`config.mk`:
```
export PLATFORM = sky130hd
export DESIGN_NAME = synch_fifo_ctrl_flat
export DESIGN_NICKNAME = d
export VERILOG_FILES = /design/src/rtl/synch_fifo_ctrl_if.sv /design/src/rtl/synch_fifo_ctrl.sv /design/src/flat_wrapper.sv
export SDC_FILE = /design/constraint.sdc
export NUM_CORES = 1
export LEC_CHECK = 0
export BUFFER_PORTS_ARGS = -buffer_cell sky130_fd_sc_hd__buf_2
export CAP_MARGIN = 20
export CELL_PAD_IN_SITES_DETAIL_PLACEMENT = 2
export CELL_PAD_IN_SITES_GLOBAL_PLACEMENT = 2
export CORE_ASPECT_RATIO = 1.4
export CORE_UTILIZATION = 24
export CTS_CLUSTER_DIAMETER = 150
export CTS_CLUSTER_SIZE = 30
export DETAILED_ROUTE_END_ITERATION = 8
export PLACE_DENSITY_LB_ADDON = 0.1
export SYNTH_ARGS = -nofsm -noshare
export SYNTH_HDL_FRONTEND = slang
export SYNTH_SLANG_ARGS = --single-unit
```
`constraint.sdc`:
```
create_clock -name clk -period 3.45 [get_ports clk]
set_input_delay 0.69 -clock clk [delete_from_list [all_inputs] [get_ports clk]]
set_output_delay 0.69 -clock clk [all_outputs]
set_load 0.1 [all_outputs]
```
`src/rtl/synch_fifo_ctrl_if.sv`:
```
// Push/pop, status and sram port bundle shared by synch_fifo_ctrl and its users.
// master: FIFO user, slave: controller, sram: the dual-port array behind it.
interface synch_fifo_ctrl_if #(
   parameter int unsigned PTR   = 4,
   parameter int unsigned WIDTH = 8
);
   logic             wr_req;
   logic [WIDTH-1:0] wr_data;
   logic             rd_req;
   logic [WIDTH-1:0] rd_data;
   logic             rd_valid;
   logic             clr_err;
   logic             full;
   logic             empty;
   logic             almost_full;
   logic             almost_empty;
   logic [PTR:0]     count;
   logic             overflow;
   logic             underflow;
   logic             sram_wren;
   logic [PTR-1:0]   sram_wrptr;
   logic [WIDTH-1:0] sram_wrdata;
   logic             sram_rden;
   logic [PTR-1:0]   sram_rdptr;
   logic [WIDTH-1:0] sram_rddata;

   modport master (
      output wr_req, wr_data, rd_req, clr_err,
      input  rd_data, rd_valid, full, empty, almost_full, almost_empty, count,
      input  overflow, underflow
   );

   modport slave (
      input  wr_req, wr_data, rd_req, clr_err, sram_rddata,
      output rd_data, rd_valid, full, empty, almost_full, almost_empty, count,
      output overflow, underflow,
      output sram_wren, sram_wrptr, sram_wrdata, sram_rden, sram_rdptr
   );

   modport sram (
      input  sram_wren, sram_wrptr, sram_wrdata, sram_rden, sram_rdptr,
      output sram_rddata
   );
endinterface

```
`src/rtl/synch_fifo_ctrl.sv`:
```
// Single-clock FIFO controller driving a 16x8 dual-port sram with registered read data.
// Tracks occupancy, raises status flags and sticky overflow/underflow errors.
module synch_fifo_ctrl #(
   parameter int unsigned PTR      = 4,
   parameter int unsigned WIDTH    = 8,
   parameter int unsigned DEPTH    = 16,
   parameter int unsigned AF_LEVEL = 12,
   parameter int unsigned AE_LEVEL = 2
) (
   input logic              clk,
   input logic              rst_n,
   synch_fifo_ctrl_if.slave bus
);
   localparam logic [PTR:0]   DEPTH_C = (PTR+1)'(DEPTH);
   localparam logic [PTR:0]   AF_C    = (PTR+1)'(AF_LEVEL);
   localparam logic [PTR:0]   AE_C    = (PTR+1)'(AE_LEVEL);
   localparam logic [PTR:0]   CNT_ONE = (PTR+1)'(1);
   localparam logic [PTR-1:0] PTR_ONE = PTR'(1);

   logic [PTR-1:0] wr_ptr_q, wr_ptr_d;
   logic [PTR-1:0] rd_ptr_q, rd_ptr_d;
   logic [PTR:0]   count_q, count_d;
   logic           overflow_q, overflow_d;
   logic           underflow_q, underflow_d;
   logic           rd_valid_q, rd_valid_d;
   logic           full, empty, wr_acc, rd_acc;

   always_comb begin
      full   = (count_q == DEPTH_C);
      empty  = (count_q == '0);
      wr_acc = bus.wr_req & ~full;
      rd_acc = bus.rd_req & ~empty;

      wr_ptr_d = wr_acc ? wr_ptr_q + PTR_ONE : wr_ptr_q;
      rd_ptr_d = rd_acc ? rd_ptr_q + PTR_ONE : rd_ptr_q;

      count_d = count_q;
      unique case ({wr_acc, rd_acc})
         2'b10:   count_d = count_q + CNT_ONE;
         2'b01:   count_d = count_q - CNT_ONE;
         default: count_d = count_q;
      endcase

      // A new error event in the same cycle as clr_err keeps the flag set.
      overflow_d  = (bus.wr_req & full) | (overflow_q & ~bus.clr_err);
      underflow_d = (bus.rd_req & empty) | (underflow_q & ~bus.clr_err);
      rd_valid_d  = rd_acc;
   end

   always_ff @(posedge clk or negedge rst_n) begin
      if (!rst_n) begin
         wr_ptr_q    <= '0;
         rd_ptr_q    <= '0;
         count_q     <= '0;
         overflow_q  <= 1'b0;
         underflow_q <= 1'b0;
         rd_valid_q  <= 1'b0;
      end else begin
         wr_ptr_q    <= wr_ptr_d;
         rd_ptr_q    <= rd_ptr_d;
         count_q     <= count_d;
         overflow_q  <= overflow_d;
         underflow_q <= underflow_d;
         rd_valid_q  <= rd_valid_d;
      end
   end

   always_comb begin
      bus.full         = full;
      bus.empty        = empty;
      bus.almost_full  = (count_q >= AF_C);
      bus.almost_empty = (count_q <= AE_C);
      bus.count        = count_q;
      bus.overflow     = overflow_q;
      bus.underflow    = underflow_q;
      bus.rd_valid     = rd_valid_q;
      bus.rd_data      = bus.sram_rddata;
      bus.sram_wren    = wr_acc;
      bus.sram_wrptr   = wr_ptr_q;
      bus.sram_wrdata  = bus.wr_data;
      bus.sram_rden    = rd_acc;
      bus.sram_rdptr   = rd_ptr_q;
   end
endmodule

```
`src/flat_wrapper.sv`:
```
// flat-port wrapper written by rule: the top's interface ports become plain ports
module synch_fifo_ctrl_flat 
#(
   parameter int unsigned PTR      = 4,
   parameter int unsigned WIDTH    = 8,
   parameter int unsigned DEPTH    = 16,
   parameter int unsigned AF_LEVEL = 12,
   parameter int unsigned AE_LEVEL = 2
)
  (clk, rst_n, bus_wr_req, bus_wr_data, bus_rd_req, bus_clr_err, bus_sram_rddata, bus_rd_data, bus_rd_valid, bus_full, bus_empty, bus_almost_full, bus_almost_empty, bus_count, bus_overflow, bus_underflow, bus_sram_wren, bus_sram_wrptr, bus_sram_wrdata, bus_sram_rden, bus_sram_rdptr);
  synch_fifo_ctrl_if #(.PTR(PTR), .WIDTH(WIDTH)) bus_i ();
  input logic clk;
  input logic rst_n;
  input wire logic [$bits(bus_i.wr_req)-1:0] bus_wr_req;
  input wire logic [$bits(bus_i.wr_data)-1:0] bus_wr_data;
  input wire logic [$bits(bus_i.rd_req)-1:0] bus_rd_req;
  input wire logic [$bits(bus_i.clr_err)-1:0] bus_clr_err;
  input wire logic [$bits(bus_i.sram_rddata)-1:0] bus_sram_rddata;
  output wire logic [$bits(bus_i.rd_data)-1:0] bus_rd_data;
  output wire logic [$bits(bus_i.rd_valid)-1:0] bus_rd_valid;
  output wire logic [$bits(bus_i.full)-1:0] bus_full;
  output wire logic [$bits(bus_i.empty)-1:0] bus_empty;
  output wire logic [$bits(bus_i.almost_full)-1:0] bus_almost_full;
  output wire logic [$bits(bus_i.almost_empty)-1:0] bus_almost_empty;
  output wire logic [$bits(bus_i.count)-1:0] bus_count;
  output wire logic [$bits(bus_i.overflow)-1:0] bus_overflow;
  output wire logic [$bits(bus_i.underflow)-1:0] bus_underflow;
  output wire logic [$bits(bus_i.sram_wren)-1:0] bus_sram_wren;
  output wire logic [$bits(bus_i.sram_wrptr)-1:0] bus_sram_wrptr;
  output wire logic [$bits(bus_i.sram_wrdata)-1:0] bus_sram_wrdata;
  output wire logic [$bits(bus_i.sram_rden)-1:0] bus_sram_rden;
  output wire logic [$bits(bus_i.sram_rdptr)-1:0] bus_sram_rdptr;
  assign bus_i.wr_req = bus_wr_req;
  assign bus_i.wr_data = bus_wr_data;
  assign bus_i.rd_req = bus_rd_req;
  assign bus_i.clr_err = bus_clr_err;
  assign bus_i.sram_rddata = bus_sram_rddata;
  assign bus_rd_data = bus_i.rd_data;
  assign bus_rd_valid = bus_i.rd_valid;
  assign bus_full = bus_i.full;
  assign bus_empty = bus_i.empty;
  assign bus_almost_full = bus_i.almost_full;
  assign bus_almost_empty = bus_i.almost_empty;
  assign bus_count = bus_i.count;
  assign bus_overflow = bus_i.overflow;
  assign bus_underflow = bus_i.underflow;
  assign bus_sram_wren = bus_i.sram_wren;
  assign bus_sram_wrptr = bus_i.sram_wrptr;
  assign bus_sram_wrdata = bus_i.sram_wrdata;
  assign bus_sram_rden = bus_i.sram_rden;
  assign bus_sram_rdptr = bus_i.sram_rdptr;
  synch_fifo_ctrl #(.PTR(PTR), .WIDTH(WIDTH), .DEPTH(DEPTH), .AF_LEVEL(AF_LEVEL), .AE_LEVEL(AE_LEVEL)) u_core (.clk(clk), .rst_n(rst_n), .bus(bus_i));
endmodule
```
; Yosys cells after proc, flatten, opt, wreduce, memory -nomap -nowiden
; Index checks and enable logic that the tools add are counted.
[totals]
reg_bits = 16
input_bits = 21
[classes]
add_sub_neg = 4
order_cmp = 2
n_eq_ne = 3
mux = 1
bitwise = 11
reduce_logical = 2
[op_table]
columns = cell, n
row1 = $pmux 5 s2, 1
row2 = $add 4x1->4 const B, 2
row3 = $and 1x1->1, 6
row4 = $add 5x1->5 const B, 1
row5 = $eq 5x5->1 const B, 1
row6 = $ge 5x4->1 const B, 1
row7 = $le 5x2->1 const B, 1
row8 = $logic_not 5->1, 1
row9 = $sub 5x1->5 const B, 1
row10 = $not 1->1, 3
row11 = $eq 2x1->1 const B, 1
row12 = $eq 2x2->1 const B, 1
row13 = $or 1x1->1, 2
row14 = $reduce_bool 2->1, 1

; Longest topological paths before layout
[logic_depth]
depth_word = 5
ltp_mapped = 10
depth_no_buf = 10

; Worst setup path before layout
; Ideal clock, no wire load.
[synth_path]
path_type = reg2out
startpoint = register u_core.count_q[0] (netlist: u_core.bus.count[0])
endpoint = output bus_almost_empty
t_arrival_ns = 5.645
t_required_ns = 2.760
path_slack_ns = -2.885
stages_incl_launch_ff = 2
n_path_buf = 0
cell_sequence = dfrtp_1 -> a2111oi_0
[synth_between]
elab_chain_len = 1
[synth_rtl]
columns = item, line_no
row1 = from (decl), synch_fifo_ctrl.sv:22  ; logic [PTR:0] count_q, count_d;
row2 = from (signal assigned), synch_fifo_ctrl.sv:61  ; count_q <= count_d;
row3 = $le 5x2->1, synch_fifo_ctrl.sv:72  ; bus.almost_empty = (count_q <= AE_C);
row4 = to (decl), flat_wrapper.sv:24  ; output wire logic [$bits(bus_i.almost_empty)-1:0] bus_almost_empty;
; No other way between the ends.

; Worst setup path after layout
[layout_path]
startpoint = register u_core.count_q[3] (netlist: u_core.bus.count[3])
endpoint = register u_core.count_q[4] (netlist: u_core.bus.count[4])
[layout_between]
elab_chain_len = 5
[layout_rtl]
columns = item, line_no
row1 = $eq 5x5->1 / $logic_not 5->1 (equally long branches), "synch_fifo_ctrl.sv:29, synch_fifo_ctrl.sv:30"
row2 = "$not 1->1, on equally long branches", "synch_fifo_ctrl.sv:31, synch_fifo_ctrl.sv:32"
row3 = "$and 1x1->1, on equally long branches", "synch_fifo_ctrl.sv:31, synch_fifo_ctrl.sv:32"
row4 = $eq 2x1->1 / $eq 2x2->1 (equally long branches), synch_fifo_ctrl.sv:38  ; unique case ({wr_acc, rd_acc})
row5 = $pmux 5 s2 / $reduce_bool 2->1 (equally long branches), -
; Parallel ways exist; a longest one is shown, timed or not.
; A chain may end at the register's enable or synchronous reset.

==> flow_summary.json <==
{
  "grt_max_degree": 17,
  "clkSinkCount": 16,
  "initial_core_util_pct": 24.97,
  "synth-seq-cells": 16,
  "routed_wl_um": 2367,
  "drt-met1-wl_um": 914,
  "die_h_um": 77.55,
  "die-area_um2": 4340,
  "syn_nets": 120,
  "synthFlopType": "dfrtp_1",
  "wl_met3_um": 179,
  "critPathMaxStageDelay_ns": 0.50,
  "io_pins": 59,
  "cp_common_cell": "o41ai_1",
  "antenna_found_initial": 0,
  "grt_pass1_wl_um": 4160,
  "die_x_um": 55.97,
  "path_buf_inv": 1,
  "cts_buffers": 3,
  "synth_edf_count": 0,
  "first_iter_violations": 10,
  "clk_pin_slew_ns": 0.07,
  "core_area_um2": 3919,
  "nFillCells": 446,
  "path_delay_family": "simple AND/OR/NAND/NOR gates",
  "final_layout_size_suffix_gt1_share_pct": 42.86,
  "cap_violations": 0,
  "root_buffer": "clkbuf_8",
  "htreeDepth": 1,
  "syn_inst": 92,
  "slowest_stage": "nor4_2",
  "min_period_ns": 3.040,
  "hold_viol": 0,
  "postSynthAreaPerCell_um2": 10.64,
  "finalSetupViolations": 0,
  "fin_tns_setup_ns": 0,
  "post_cts_resized": 0,
  "cp_max_fo": 7,
  "reg2reg_slack_ns": 0.41,
  "fin_worst_skew_ns": 0.005113,
  "reg2reg_depth": 10,
  "vias_per_cell": 4.723,
  "wl_met2_um": 1220,
  "start_kind": "register",
  "cts_setup_buffers": 0,
  "ys_types": 31,
  "ys_top_cells_by_count": "buf_4, dfrtp_1, nand2_1",
  "path_class": "register to register",
  "postCtsHoldBufs": 0,
  "syn_to_final_growth_pct": 14.32,
  "cp_cell_sequence": "nor4_2 > and2_4 > nand2b_4 > ha_1 > inv_1 > fa_1 > nor2b_1 > or2_2 > o41ai_1 > o41ai_1",
  "overflow": 0,
  "post-route-period-util_pct": 88.13,
  "io_buffers": 26,
  "r2r_end": "u_core.bus.count[4]",
  "synthArstFlopShare_pct": 100.0,
  "worstMarginPinSlew_ns": 0.4811,
  "required_ns": 3.58,
  "antenna_left": 0,
  "grt_pass1_vias": 817,
  "synth_top_cell_by_area": "dfrtp_1",
  "finalMaxSlewViolations": 0,
  "dr.max_layer_used": "met4",
  "insertion_delay_ns": 0.25,
  "status": "completed",
  "synth_area_um2": 978.4,
  "cts_tree": "done",
  "drtPass1Iterations": 2,
  "place_congestion": 0.7391,
  "diodes": 0,
  "clockBufferDepth": 2,
  "yosysSeqAreaShare_pct": 40.92,
  "vias": 699,
  "yosys.area.top_type_share_pct": 40.92,
  "synthTopCellsByArea": "dfrtp_1, buf_4, ha_1",
  "wl_per_cell_um": 15.99,
  "fp-row-count": 27,
  "fin_nets": 134,
  "hold_path_class": "input pin to async pin",
  "drt_drc_violations_left": 0,
  "fmax_ghz": 0.3289,
  "grt_util_all_layers_pct": 12.48,
  "cp.arrival_ns": 3.17,
  "dp_hpwl_um": 1895,
  "rsz0062_at_grt": "no",
  "relSlewSlack_pct": 67.66,
  "yosysWarnings": 0,
  "end_kind": "register",
  "reg2reg_from": "u_core.bus.count[3]"
}
[stage by stage]
stage               hold WS (ns)  setup WS (ns)  cells  utilization, %  area (um^2)
global placement          0.4586         0.5309    144           27.14         1064
finish                    0.3497         0.4096    148           28.54         1119
detailed placement        0.4588         0.3792    144           27.14         1064
CTS                       0.3544         0.3598    148           28.54         1119
global route              0.3648         0.1221    148           28.54         1119
floorplan                 0.3944        0.08005     92               -         1003
[layer usage]
layer | track usage, % | up-vias
li1 | - | 322
met1 | 13.25 | 333
met2 | 21.67 | 36
met3 | 4.167 | 8
met4 | 6.341 | 0
met5 | 0 | -
[kinds of logic (layout without fill, tap and decap cells)]
family                     Yosys count  count (layout)  synth area share, %
xor gates and xnor gates             9               9                8.056
and+or+nand+nor                     21              21                13.17
adders and majority gates            7               7                9.719
AOI/OAI and AO/OA                   13              13                9.209
DFF                                 16              16                40.92
muxes                                3               3                3.708
buffers and inverters               23              36                15.22
[sequential cells by signal, indices dropped and copies added, names as in the netlist]
register,cells
u_core.bus.count,5
u_core.bus.underflow,1
u_core.bus.sram_rdptr,4
u_core.bus.overflow,1
u_core.bus.sram_wrptr,4
u_core.bus.rd_valid,1
[layout by cell type, fill, tap and decap left out, types with 2 or more instances in the layout]
master / n
inv_1: 5
o21ai_0: 4
o41ai_1: 2
nor3_1: 2
nor3b_1: 2
dfrtp_2: 5
nand4_1: 2
xor2_1: 4
or2_2: 2
buf_2: 26
a22o_1: 2
dfrtp_1: 11
ha_1: 6
clkbuf_8: 4
nand2_1: 7
xnor2_1: 5
[worst max path at each step]
stage | start | endpoint | slack [ns] | depth (start not counted)
floorplan | u_core.bus.count[0] | bus_almost_empty | 0.08 | 1
global placement | u_core.bus.count[3] | u_core.bus.count[4] | 0.53 | 10
detailed placement | u_core.bus.count[3] | u_core.bus.count[4] | 0.38 | 10
CTS | u_core.bus.count[3] | u_core.bus.count[4] | 0.36 | 10
global route | u_core.bus.count[3] | u_core.bus.count[4] | 0.12 | 10
finish | u_core.bus.count[3] | u_core.bus.count[4] | 0.41 | 10
[layout make-up]
class	instances	area, um^2	area share, %
clock buffer	4	55.05	4.922
inverter	6	25.02	2.237
multi-input combinational	53	447.9	40.04
sequential	16	406.6	36.35
tap	43	53.80	4.810
timing repair buffer	26	130.1	11.63
Power is left out: the tool's default activity adds up to more than one toggle a clock period on the data nets, which glitch-free logic cannot reach.
